### config.mk
export PLATFORM = sky130hd
export DESIGN_NAME = dnn_result_reader
export DESIGN_NICKNAME = d
export VERILOG_FILES = /design/src/rtl/dnn_result_reader.sv
export SDC_FILE = /design/constraint.sdc
export NUM_CORES = 1
export LEC_CHECK = 0
export CAP_MARGIN = 20
export CORE_ASPECT_RATIO = 1.25
export CORE_UTILIZATION = 25
export CTS_CLUSTER_DIAMETER = 100
export CTS_CLUSTER_SIZE = 40
export DETAILED_ROUTE_END_ITERATION = 8
export PLACE_DENSITY = 0.53
export SYNTH_ARGS = -nofsm -noshare
export SYNTH_HDL_FRONTEND = slang
export SYNTH_SLANG_ARGS = --single-unit
### constraint.sdc
create_clock -name clk -period 2.4 [get_ports clk]
set_clock_uncertainty 0.15 [all_clocks]
set_input_delay 0.6 -clock clk [delete_from_list [all_inputs] [get_ports clk]]
set_output_delay 0.6 -clock clk [all_outputs]
set_load 0.01 [all_outputs]
### src/rtl/dnn_result_reader.sv
// Host-side reader for the inference engine: soft-resets and starts the engine,
// waits for done, sweeps the class scores for a signed argmax and hands the result over.
module dnn_result_reader #(
    parameter int DATA_WIDTH     = 4,
    parameter int NUM_CLASSES    = 10,
    parameter int IDX_WIDTH      = 4,
    parameter int TIMEOUT_CYCLES = 65535
) (
    input  logic                         clk,
    input  logic                         rst,
    input  logic                         req,
    output logic                         busy,
    output logic                         res_valid,
    input  logic                         res_ready,
    output logic [IDX_WIDTH-1:0]         res_digit,
    output logic signed [DATA_WIDTH-1:0] res_max,
    output logic                         res_tie,
    output logic                         res_err,
    output logic                         eng_reset,
    output logic                         eng_start,
    input  logic                         eng_done,
    output logic [IDX_WIDTH-1:0]         eng_out_idx,
    input  logic signed [DATA_WIDTH-1:0] eng_out
);

    typedef enum logic [2:0] {
        S_IDLE  = 3'd0,
        S_CLEAR = 3'd1,
        S_START = 3'd2,
        S_WAIT  = 3'd3,
        S_SWEEP = 3'd4,
        S_HOLD  = 3'd5
    } state_t;

    localparam logic [15:0]          TO_LAST  = 16'(TIMEOUT_CYCLES - 1);
    localparam logic [IDX_WIDTH-1:0] IDX_LAST = IDX_WIDTH'(NUM_CLASSES - 1);
    localparam logic [IDX_WIDTH-1:0] IDX_ZERO = {IDX_WIDTH{1'b0}};

    state_t                         r_state;
    state_t                         w_next;
    logic [15:0]                    r_cnt;
    logic [IDX_WIDTH-1:0]           r_idx;
    logic [IDX_WIDTH-1:0]           r_digit;
    logic signed [DATA_WIDTH-1:0]   r_max;
    logic                           r_tie;
    logic                           r_err;
    logic                           w_timeout;
    logic                           w_first;
    logic                           w_last;
    logic                           w_gt;
    logic                           w_eq;

    // Compare and terminal-count flags for the current cycle
    always_comb begin
        w_timeout = (r_cnt == TO_LAST);
        w_first   = (r_idx == IDX_ZERO);
        w_last    = (r_idx == IDX_LAST);
        w_gt      = (eng_out > r_max);
        w_eq      = (eng_out == r_max);
    end

    // State register
    always_ff @(posedge clk) begin
        if (!rst) begin
            r_state <= S_IDLE;
        end else begin
            r_state <= w_next;
        end
    end

    // Next-state logic
    always_comb begin
        w_next = r_state;
        case (r_state)
            S_IDLE:  if (req) w_next = S_CLEAR; else w_next = S_IDLE;
            S_CLEAR: w_next = S_START;
            S_START: w_next = S_WAIT;
            S_WAIT: begin
                if (eng_done) begin
                    w_next = S_SWEEP;
                end else if (w_timeout) begin
                    w_next = S_HOLD;
                end else begin
                    w_next = S_WAIT;
                end
            end
            S_SWEEP: if (w_last) w_next = S_HOLD; else w_next = S_SWEEP;
            S_HOLD:  if (res_ready) w_next = S_IDLE; else w_next = S_HOLD;
            default: w_next = S_IDLE;
        endcase
    end

    // Timeout counter, sweep index and argmax result registers
    always_ff @(posedge clk) begin
        if (!rst) begin
            r_cnt   <= 16'd0;
            r_idx   <= IDX_ZERO;
            r_digit <= IDX_ZERO;
            r_max   <= {DATA_WIDTH{1'b0}};
            r_tie   <= 1'b0;
            r_err   <= 1'b0;
        end else begin
            case (r_state)
                S_START: r_cnt <= 16'd0;
                S_WAIT: begin
                    if (eng_done) begin
                        r_idx <= IDX_ZERO;
                    end else begin
                        r_cnt <= r_cnt + 16'd1;
                        if (w_timeout) begin
                            r_err   <= 1'b1;
                            r_digit <= IDX_ZERO;
                            r_max   <= {DATA_WIDTH{1'b0}};
                            r_tie   <= 1'b0;
                        end
                    end
                end
                S_SWEEP: begin
                    // Strict greater-than keeps the lowest index on equal scores
                    if (w_first) begin
                        r_max   <= eng_out;
                        r_digit <= IDX_ZERO;
                        r_tie   <= 1'b0;
                        r_err   <= 1'b0;
                    end else if (w_gt) begin
                        r_max   <= eng_out;
                        r_digit <= r_idx;
                        r_tie   <= 1'b0;
                    end else if (w_eq) begin
                        r_tie   <= 1'b1;
                    end else begin
                        r_tie   <= r_tie;
                    end
                    if (!w_last) begin
                        r_idx <= r_idx + {{(IDX_WIDTH-1){1'b0}}, 1'b1};
                    end
                end
                default: r_cnt <= r_cnt;
            endcase
        end
    end

    assign busy        = (r_state != S_IDLE);
    assign res_valid   = (r_state == S_HOLD);
    assign eng_reset   = (r_state == S_CLEAR);
    assign eng_start   = (r_state == S_START);
    assign eng_out_idx = r_idx;
    assign res_digit   = r_digit;
    assign res_max     = r_max;
    assign res_tie     = r_tie;
    assign res_err     = r_err;

endmodule

# Word level (Yosys, flattened, before mapping)
# Cells that the tools add are included.
# W data, S select, Z words.
dict set report totals {
  ff_bits 33
  inputBits 9
  word_cells 64
  out_inout_bits 18
}
dict set report op_classes {
  reduce_logical 10
  addsub 2
  mux 29
  n_lt_le_gt_ge 1
  n_eq_ne 15
}
# cell n
set op_table {}
lappend op_table {{$mux W4} 8}
lappend op_table {{$pmux W16 S2} 1}
lappend op_table {{$pmux W4 S2} 3}
lappend op_table {{$pmux W3 S6} 1}
lappend op_table {{$add A16 B1 Y16 const B} 1}
lappend op_table {{$eq A16 B16 Y1 const B} 1}
lappend op_table {{$mux W16} 1}
lappend op_table {{$reduce_and A4 Y1} 3}
lappend op_table {{$mux W1} 10}
lappend op_table {{$ne A2 B2 Y1 const B} 5}
lappend op_table {{$mux W3} 3}
lappend op_table {{$eq A3 B2 Y1 const B} 2}
lappend op_table {{$eq A3 B3 Y1 const B} 2}
lappend op_table {{$add A4 B1 Y4 const B} 1}
lappend op_table {{$eq A4 B4 Y1} 1}
lappend op_table {{$eq A4 B4 Y1 const B} 1}
lappend op_table {{$gt A4 B4 Y1} 1}
lappend op_table {{$logic_not A4 Y1} 1}
lappend op_table {{$ne A4 B4 Y1 const B} 1}
lappend op_table {{$pmux W1 S2} 2}
lappend op_table {{$reduce_bool A2 Y1} 2}
lappend op_table {{$eq A3 B1 Y1 const B} 1}
lappend op_table {{$logic_not A3 Y1} 1}
lappend op_table {{$ne A3 B3 Y1 const B} 1}
lappend op_table {{3 further kinds} 3}

# Depth between registers and ports, before layout
# Gate-level depths: netlist of the first run.
dict set report logic_depth {
  depth_word 5
  depth_mapped 7
  depth_no_buf 7
}

# Worst setup path before layout of the first run
# OpenSTA, ideal clock, no wires.
dict set report synth_path {
  path_type {input port to flip-flop}
  from {in eng_out[3]}
  to {reg r_tie (netlist: res_tie)}
  arrival_ps 1802
  path_stages 6
  setup_slack_ps 332
  required_ps 2134
  path_cell_list {ha_1 nand4_1 o21ai_0 a31o_2 a21oi_4 and3b_1}
}
dict set report synth_via {
  elab_chain_cells 4
}
# item line
set synth_lines {}
lappend synth_lines {{start: declaration} 23} ;# input logic signed [DATA_WIDTH-1:0] eng_out
lappend synth_lines {{$gt A4 B4 Y1} 58} ;# w_gt = (eng_out > r_max);
lappend synth_lines {{$mux W1} 125} ;# end else if (w_gt) begin
lappend synth_lines {{$mux W1} 120} ;# if (w_first) begin
lappend synth_lines {{$pmux W1 S2} 103} ;# case (r_state)
lappend synth_lines {{end signal: assignment} 132} ;# r_tie <= r_tie;
lappend synth_lines {{end: declaration} 45} ;# logic r_tie;
# Several ways; a longest one is shown, not always the timed one.
# A chain may end at the register's enable or synchronous reset.

# Final worst setup path of the first run
dict set report layout_path {
  from {reg r_state[1]}
  to {out busy}
}
dict set report layout_via {
  elab_chain_cells 1
}
# item line
set layout_lines {}
lappend layout_lines {{start: declaration} 39} ;# state_t r_state;
lappend layout_lines {{start signal: assignment} 67} ;# r_state <= w_next;
lappend layout_lines {{$reduce_bool A3 Y1} 143} ;# assign busy = (r_state != S_IDLE);
lappend layout_lines {{end: declaration} 12} ;# output logic busy,
# No other way between the ends.

==> results of run 1 <==
[cell families (layout without fill, tap and decap cells)]
| logic type | Yosys count | in the layout | share of synthesized area |
|---|---|---|---|
| AND/OR/NAND/NOR | 106 | 106 | 0.3188 |
| flip-flops | 33 | 33 | 0.3716 |
| AO/OA/AOI/OAI | 18 | 18 | 0.07672 |
| buffers and inverters | 17 | 58 | 0.04574 |
| XOR/XNOR | 16 | 16 | 0.07882 |
| adder cells (fa/ha/maj) | 9 | 9 | 0.06334 |
| multiplexers | 8 | 8 | 0.04504 |
[path summary, 6_finish.rpt]
kind,endpoint,slack [ns],cells past startpoint
worst max-delay path,busy,0.12,2
worst min-delay path,res_digit[3],0.31,2
worst max register to register,res_digit[0],0.49,8
worst min register to register,res_digit[3],0.31,2
[cell usage in the layout, fill, tap and decap left out, types with 3 or more instances in the layout]
cell type and n:
nor2b_1 6, a21oi_1 4, buf_4 14, inv_1 10
xor2_1 14, ha_1 9, dfxtp_1 32, clkbuf_8 6
and2_1 3, o21ai_0 3, mux2i_1 8, nand2_1 21
nand3_1 14, nand4_1 6, nor3_1 4, nor2_1 33
clkdlybuf4s50_1 23
[layer usage]
metal,vias up,part of all wire,track usage
li1,779,-,-
met1,697,0.47,0.1438
met2,34,0.47,0.2072
met3,4,0.055,0.03981
met4,0,0.0084,0.04245
met5,-,0,0
[metrics by stage]
step	cells	util	instance area, µm²	setup WS, ns	total power (W)
floorplan	207	-	1778	0.3320	0.0006385
global placement	330	0.3190	2212	-0.09768	0.0006910
detailed placement	330	0.3190	2212	-0.1630	0.0006913
CTS	338	0.3358	2328	0.008565	0.001246
global route	338	0.3365	2333	0.003198	0.001278
finish	338	0.3365	2333	0.1197	0.001228
[registers in the layout, summed over array words and instances (netlist names)]
signal,count
r_cnt,16
r_state,3
res_err,1
res_digit,4
res_tie,1
res_max,4
eng_out_idx,4
[worst register-to-register path: stages, from the launching register on]
cell	delay (ns)
dfxtp_1	0.35
inv_1	0.05
ha_1	0.32
nand4_1	0.13
o21ai_0	0.10
a31o_2	0.24
a21oi_4	0.16
buf_4	0.16
mux2i_1	0.18
[where the power goes]
group          internal [W]  total, W  leakage, nW  switching (W)
combinational     0.0000567  0.000116        0.578      0.0000596
clock              0.000339  0.000550       0.0585       0.000212
sequential         0.000552  0.000561        0.266     0.00000888
[final cells by class]
cell class              count  share of cell area
multi-input cells         157              0.4440
clock buffers               7             0.03700
well taps                  90             0.04826
clock inverters             1             0.01287
inverters                  10             0.01609
repair buffers             40              0.1582
flip-flops and latches     33              0.2836
[what timing repair did]
| action | 4_1_cts | 5_1_grt |
|---|---|---|
| setup endpoints to repair | 2 | 2 |
| pin swaps | 0 | 0 |
| resized for setup | 2 | 2 |
==> key figures, run 1 <==
Status
  • Status: completed

Clock tree
  • Cts bufs inserted: 5
  • Clock-pin slew on the worst setup and hold paths: 0.07 ns
  • Worst-case clock buffer depth: 2
  • Post-CTS setup buffers: 0
  • Root buf cell: clkbuf_8
  • Clock Latency Late Sink: 0.28 ns
  • TritonCTS clock tree: built
  • Hold Buf Count CTS: 0
  • Clk sinks: 33
  • CTS H-tree depth: 2

Routing
  • ANT nets after route: 0
  • Vias after detailed routing: 1514
  • Routed wire length: 4065 µm
  • Vias per cell: 4.479
  • WL/cell: 12.03 µm
  • 1st-pass router iterations: 4
  • Detailed Route Iter0 Violations: 72
  • Post-route DRC: 0

Timing
  • Slew Limit Fails: 0
  • Fin crit period: 2.280 ns
  • Max-slew headroom: 0.7691
  • Peak Freq: 0.4385 GHz
  • Worst slew pin tran: 0.3416 ns
  • Setup-failing EPs final: 0
  • Hold Violations, Final: 0
  • Tcrit/Tclk final: 0.9501
  • Setup tns final: 0 ns
  • RSZ-0062 raised after global routing: no
  • Hold WS: 0.3095 ns

Layout
  • Layout cells sized above 1: 0.1411
  • Area of the multi-input gates: 1036 µm²
  • Filler Cells Inserted: 740
  • Reg area: 661.9 µm²
  • Nets: 265
  • Syn-to-layout area delta: 31.25%
  • Ant diodes: 0

Power and ir drop
  • Leak: 0.9031 nW
  • Peak supply drop: 0.0001937 V
  • P per Cell Area: 526.1 nW/µm²

Logic synthesis
  • Synth area leaders: dfxtp_1, nor2_1, xor2_1, ha_1, mux2i_1
  • Yosys top cell area share: 0.3716
  • Flops & latches, synth: 33
  • Post-synthesis sequential area ratio: 0.3716
  • Avg Cell Area, Syn: 8.589 µm²
  • Post-synth net total: 225
  • Post-synth top area cell: dfxtp_1
  • Mapped cell area: 1778 µm²
  • Mapped Cells: 207
  • Ys async rst share: 0
  • Synth cell count leaders: dfxtp_1, nor2_1, nand2_1
  • Synth unique cells: 45
  • Synthesis Warnings: 0
  • Post-synth EDFFs: 0
  • Top_reg_cell synth: dfxtp_1

Placement
  • Detailed Place HPWL: 2949 µm
  • Number of port buffers: 26
  • Final RePlAce weighted congestion: 0.7835

GRT
  • GR Overflow Total: 0
  • First-pass GRT wire length: 7107 µm
  • Gr usage total: 0.1219
  • Largest net degree at the start of global routing: 16
  • Initial antenna violation count: 0
  • Vias in the first global route: 1510

Job
  • Max-cap viol count: 0

Setup path
  • CP Launch Point: r_state[1]
  • Reg2Reg Launch Point: res_max[3]
  • CP peak stage delay: 0.49 ns
  • WS Path Type: reg2out
  • CP cell instances: or3_1 -> clkdlybuf4s50_1
  • Worst path bufs/invs: 1
  • Data arrival, critical path: 1.53 ns
  • Critical path required time: 1.65 ns
  • Crit path launch type: flop
  • Crit path max-delay cell type: clkdlybuf4s50_1
  • CP endpoint kind: primary output
  • Crit path max fanout: 7
  • Critical path's top delay family: buffers and inverters

Floorplan
  • Die Wd: 77.43 µm
  • Row count: 34
  • I/O pins: 27
  • Core Area: 6934 µm²
  • Initial Utilization: 0.2564
  • Die Ht: 96.29 µm
  • Die area: 7455 µm²

Min path
  • Worst hold path startpoint: res_digit[3]
  • Worst hold path type: reg2reg
Power figures use the tool's default switching activity.
==> run 2: changes to the inputs <==
--- a/config.mk
+++ b/config.mk
@@ -8,6 +8,7 @@
 export CAP_MARGIN = 20
 export CORE_ASPECT_RATIO = 1.25
 export CORE_UTILIZATION = 25
+export CTS_BUF_LIST = sky130_fd_sc_hd__clkbuf_4
 export CTS_CLUSTER_DIAMETER = 100
 export CTS_CLUSTER_SIZE = 40
 export DETAILED_ROUTE_END_ITERATION = 8
==> run 2 against run 1 <==
  * Fmax shrank 0.86%
  * Die area unchanged
  * Final cell count unchanged
  * Clock-buffer cell count is 1 lower
  * Sequential cell count unchanged
  * Critical endpoint unchanged
==> key figures, run 2 (same netlist as run 1, synthesis figures left out) <==
Status
  • Status: completed

Floorplan
  • Initial Utilization: 0.2564 (unchanged)
  • Die Ht: 96.29 µm (unchanged)
  • Core Area: 6934 µm² (unchanged)
  • Row count: 34 (unchanged)
  • I/O pins: 27 (unchanged)
  • Die Wd: 77.43 µm (unchanged)
  • Die area: 7455 µm² (unchanged)

Timing
  • Worst slew pin tran: 0.3223 ns (-0.01926 ns)
  • Hold Violations, Final: 0 (unchanged)
  • Max-slew headroom: 0.7835 (+0.01443)
  • Hold WS: 0.2948 ns (-0.01469 ns)
  • Peak Freq: 0.4348 GHz (-0.86%)
  • Tcrit/Tclk final: 0.9584 (+0.008252)
  • Setup tns final: 0 ns (unchanged)
  • RSZ-0062 raised after global routing: no
  • Setup-failing EPs final: 0 (unchanged)
  • Fin crit period: 2.300 ns (+0.01980 ns)
  • Slew Limit Fails: 0 (unchanged)

Layout
  • Most flop-heavy register: r_cnt
  • Layout cells sized above 1: 0.1492 (+0.008065)
  • Cell Count, Final, Fillers Out: 338 (unchanged)
  • Syn-to-layout area delta: 28.85%
  • Commonest non-fill, non-tap cell in the layout: nor2_1
  • Ant diodes: 0 (unchanged)
  • Nets: 265 (unchanged)
  • Post-route cell area: 2291 µm² (-1.8%)
  • Max reg flops: 16 (unchanged)
  • Leading cell types in the layout, fill and taps excluded: nor2_1, dfxtp_1, clkdlybuf4s50_1

Setup path
  • Capture point of the worst reg-to-reg path: res_digit[0]
  • Reg2Reg Launch Point: res_max[3]
  • Crit path max fanout: 7 (unchanged)
  • Crit path launch type: flop
  • Critical path required time: 1.65 ns (about the same)
  • CP Launch Point: r_state[1]
  • Reg2Reg Setup Slack: 0.49 ns (about the same)
  • WS Path Type: reg2out
  • CP endpoint kind: primary output
  • Critical Path Sink: busy
  • R2r worst-path depth: 8 (unchanged)
  • Data arrival, critical path: 1.55 ns (+0.02 ns)

Clock tree
  • Clk sinks: 33 (unchanged)
  • TritonCTS clock tree: built
  • Clock Latency Late Sink: 0.34 ns (+0.06 ns)
  • Root buf cell: clkbuf_4
  • CTS H-tree depth: 2 (unchanged)
  • Cts bufs inserted: 5 (unchanged)
  • Worst-case clock buffer depth: 2 (unchanged)
  • Post-CTS setup buffers: 0 (unchanged)
  • Clock-pin slew on the worst setup and hold paths: 0.11 ns (+0.04 ns)

Power and ir drop
  • Total power: 0.001105 W (-10%)
  • Peak supply drop: 0.0001771 V (-8.6%)
  • P per Cell Area: 482.4 nW/µm² (-8.3%)
  • Leak: 0.8650 nW (-4.2%)

GRT
  • First-pass GRT wire length: 7079 µm (-0.39%)
  • Largest net degree at the start of global routing: 16 (unchanged)
  • Vias in the first global route: 1508 (-0.13%)
  • GR Overflow Total: 0 (unchanged)
  • Initial antenna violation count: 0 (unchanged)
  • Gr usage total: 0.1217 (-0.0002025)

Routing
  • Vias per cell: 4.444 (-0.79%)
  • 1st-pass router iterations: 5 (+1)
  • WL/cell: 11.96 µm (-0.52%)
  • Detailed Route Iter0 Violations: 57 (-21%)
  • ANT nets after route: 0 (unchanged)
  • Vias after detailed routing: 1502 (-0.79%)
  • Post-route DRC: 0 (unchanged)
  • Routed wire length: 4044 µm (-0.52%)

Job
  • Max-cap viol count: 0 (unchanged)

Placement
  • Placed Cells: 330 (unchanged)
  • Post-DP Area: 2212 µm² (unchanged)
  • Detailed Place HPWL: 2949 µm (unchanged)
  • Number of port buffers: 26 (unchanged)
  • Final RePlAce weighted congestion: 0.7835 (unchanged)

Min path
  • Worst hold path type: reg2reg
## run 2: cell count changes in the layout (fill, tap and decap cells not counted)
cell and delta:
clkbuf_1 -1, clkbuf_4 +6, clkbuf_8 -6, clkinv_1 +1, dfxtp_1 -2, dfxtp_2 +2
dlygate4sd2_1 +2, dlymetal6s2s_1 -2
## run 2: where the power goes
part,internal [W],switching [W]
Combinational,0.0000553,0.0000593
Clock,0.000228,0.000201
Sequential,0.000553,0.00000889
Total,0.000836,0.000269
## run 2: worst min-delay path by stage
stage	startpoint	end	slack [ns]	cells after the start
floorplan	r_cnt[15]	r_cnt[15]	0.33	2
global placement	res_digit[3]	res_digit[3]	0.30	2
detailed placement	res_digit[3]	res_digit[3]	0.30	2
CTS	r_state[2]	r_state[1]	0.30	1
global route	r_state[2]	r_state[1]	0.32	1
finish	r_state[2]	r_state[1]	0.29	1
## run 2: repair_timing
action,CTS,global route
hold buffers,0,0
gates resized for setup,6,0
setup endpoints to repair,3,0
## run 2: metal layers
metal / share of wire / vias to the layer above / wire length, µm / global-route usage
met5: 0 / - / 0 / 0
met4: 0.0087 / 0 / 35 / 0.04245
met3: 0.054 / 4 / 220 / 0.03981
met2: 0.47 / 36 / 1907 / 0.2058
met1: 0.46 / 683 / 1880 / 0.1444
li1: - / 779 / - / -
## run 2: metrics by stage
step	utilization	setup WS, ns
2_1_floorplan	-	0.3320
6_report	0.3304	0.09986
3_3_place_gp	0.3190	-0.09768
5_1_grt	0.3304	0.03273
3_5_place_dp	0.3190	-0.1630
4_1_cts	0.3304	0.06282
## run 2: final cells by class
class	instances	area (µm²)
Multi-Input combinational cell	157	1036
Tap cell	90	112.6
Fill cell	743	4643
Inverter	10	37.54
Clock inverter	2	33.78
Clock buffer	6	45.04
Sequential cell	33	664.4
Timing Repair Buffer	40	361.6
## run 2: critical path, cell delays in order (launching register included)
cell	delay (ns)
dfxtp_2	0.38
or3_1	0.35
clkdlybuf4s50_1	0.49
==> run 3: changes to the inputs <==
--- a/config.mk
+++ b/config.mk
@@ -12,7 +12,8 @@
 export CTS_CLUSTER_DIAMETER = 100
 export CTS_CLUSTER_SIZE = 40
 export DETAILED_ROUTE_END_ITERATION = 8
-export PLACE_DENSITY = 0.53
+export DONT_BUFFER_PORTS = 1
+export PLACE_DENSITY = 0.48
 export SYNTH_ARGS = -nofsm -noshare
 export SYNTH_HDL_FRONTEND = slang
 export SYNTH_SLANG_ARGS = --single-unit
==> constraint.sdc (replaced) <==
create_clock -name clk -period 2.3 [get_ports clk]
set_clock_uncertainty 0.15 [all_clocks]
set_input_delay 0.575 -clock clk [delete_from_list [all_inputs] [get_ports clk]]
set_output_delay 0.575 -clock clk [all_outputs]
set_load 0.01 [all_outputs]
==> run 3 against run 2 <==
  * Worst hold slack got worse by 0.096 ns
  * Routed wire length fell by 7.2%
  * Sequential cell count unchanged
  * Register-to-register slack lost 0.26 ns
  * Final cell count down 10%
  * Global-route usage decreased by 1.1 points
  * Via count decreased by 8.7%
  * Core utilization fell by 5.1 points
  * Non-clock buffer count decreased by 35
  * Largest power group unchanged
==> key figures, run 3 (same netlist as run 1, synthesis figures left out) <==
Status
  • Status: completed

Floorplan
  • Core Area: 6934 µm² (unchanged)
  • Row count: 34 (unchanged)
  • Die Wd: 77.43 µm (unchanged)
  • Die Ht: 96.29 µm (unchanged)
  • Die area: 7455 µm² (unchanged)
  • I/O pins: 27 (unchanged)
  • Initial Utilization: 0.2564 (unchanged)

Timing
  • Max-slew headroom: 0.6281 (-0.1554)
  • Tcrit/Tclk final: 0.9325
  • Setup-failing EPs final: 0 (unchanged)
  • Fin crit period: 2.145 ns
  • Hold WS: 0.1984 ns (-0.09641 ns)
  • Hold Violations, Final: 0 (unchanged)
  • RSZ-0062 raised after global routing: no
  • Worst slew pin tran: 0.5501 ns (+0.2278 ns)
  • Peak Freq: 0.4662 GHz
  • Setup tns final: 0 ns (unchanged)
  • Slew Limit Fails: 0 (unchanged)

Layout
  • Max reg flops: 16 (unchanged)
  • Syn-to-layout area delta: 9.078%
  • Most flop-heavy register: r_cnt
  • Nets: 230 (-13%)
  • Ant diodes: 0 (unchanged)
  • Leading cell types in the layout, fill and taps excluded: nor2_1, dfxtp_1, nand2_1
  • Layout cells sized above 1: 0.1221 (-0.02713)

Clock tree
  • Cts repair resizes: 0 (-6)
  • TritonCTS clock tree: built
  • Clock Latency Late Sink: 0.34 ns (about the same)
  • Clk sinks: 33 (unchanged)
  • Root buf cell: clkbuf_4
  • CTS H-tree depth: 2 (unchanged)
  • Hold Buf Count CTS: 0 (unchanged)
  • Clock-pin slew on the worst setup and hold paths: 0.10 ns (about the same)
  • Post-CTS setup buffers: 0 (unchanged)
  • Worst-case clock buffer depth: 2 (unchanged)
  • Cts bufs inserted: 5 (unchanged)

Power and ir drop
  • Total power: 0.001002 W (-9.4%)
  • P per Cell Area: 516.5 nW/µm² (+7.1%)
  • Peak supply drop: 0.0002032 V (+15%)
  • Leak: 0.7038 nW (-19%)

Setup path
  • CP cell instances: or2b_2 -> nor2_1
  • CP endpoint kind: primary output
  • WS Path Type: reg2out
  • Crit path launch type: flop
  • Data arrival, critical path: 1.42 ns (-0.13 ns)
  • Crit path max fanout: 11 (+4)
  • Crit path max-delay cell type: dfxtp_1
  • Critical path required time: 1.57 ns (-0.08 ns)
  • CP peak stage delay: 0.51 ns (+0.02 ns)

Routing
  • 1st-pass router iterations: 4 (-1)
  • Vias per cell: 4.528 (+1.9%)
  • Post-route DRC: 0 (unchanged)
  • Vias after detailed routing: 1372 (-8.7%)
  • Routed wire length: 3754 µm (-7.2%)
  • WL/cell: 12.39 µm (+3.6%)
  • ANT nets after route: 0 (unchanged)
  • Detailed Route Iter0 Violations: 62 (+8.8%)

GRT
  • First-pass GRT wire length: 6417 µm (-9.4%)
  • Gr usage total: 0.1109 (-0.01075)
  • Vias in the first global route: 1391 (-7.8%)
  • GR Overflow Total: 0 (unchanged)
  • Largest net degree at the start of global routing: 28 (+12)
  • Initial antenna violation count: 0 (unchanged)

Placement
  • Detailed Place HPWL: 2725 µm (-7.6%)
  • Final RePlAce weighted congestion: 0.7050 (-10%)
  • Number of port buffers: 0 (-100%)

Job
  • Max-cap viol count: 0 (unchanged)

Min path
  • Worst hold path type: in2reg
## run 3: changes by cell type in the layout (fill, tap and decap cells not counted)
| cell | change |
|---|---|
| clkdlybuf4s50_1 | -23 |
| buf_4 | -9 |
| dfxtp_1 | +3 |
| dfxtp_2 | -3 |
| dlygate4sd2_1 | -3 |
| clkinv_2 | +2 |
| bufinv_16 | -1 |
| clkinv_1 | -1 |
## run 3: layer usage
layer  part of all wire  wire length, µm  GRT usage
met5                  0                0          0
met4              0.015               55    0.03774
met3              0.069              260    0.05118
met2               0.47             1748     0.1976
met1               0.45             1690     0.1152
## run 3: critical path, delay by kind of cell, from the launching register on
kind          cells  cell delay (ns)
flops             1             0.51
simple gates      2             0.58
## run 3: final cells by class
class | count | area, µm²
repair buffers | 5 | 37.54
inverters | 10 | 37.54
fillers | 757 | 4995
clock buffers | 6 | 45.04
well taps | 90 | 112.6
multi-input cells | 157 | 1036
flip-flops and latches | 33 | 660.6
clock inverters | 2 | 10.01
## run 3: per-stage QoR
stage	worst slack (ns)	instance area, µm²	util	instances
floorplan	0.2570	1778	-	207
global placement	0.1645	1884	0.2717	295
detailed placement	0.1469	1884	0.2717	295
CTS	0.1277	1939	0.2797	303
global route	0.04048	1939	0.2797	303
finish	0.1551	1939	0.2797	303
## run 3: path summary, 6_finish.rpt
check | cells after the start | slack, ns | from | endpoint
hold reg to reg | 2 | 0.36 | res_digit[1] | res_digit[1]
setup reg to reg | 7 | 0.23 | res_max[3] | res_tie
hold / removal | 2 | 0.20 | rst | r_state[0]
setup / recovery | 2 | 0.16 | r_state[2] | res_valid
## run 3: power by group
part	total, W	internal (W)	switching, W
sequential	0.000588	0.000576	0.0000126
combinational	0.0000741	0.0000306	0.0000435
clock	0.000339	0.000128	0.000211
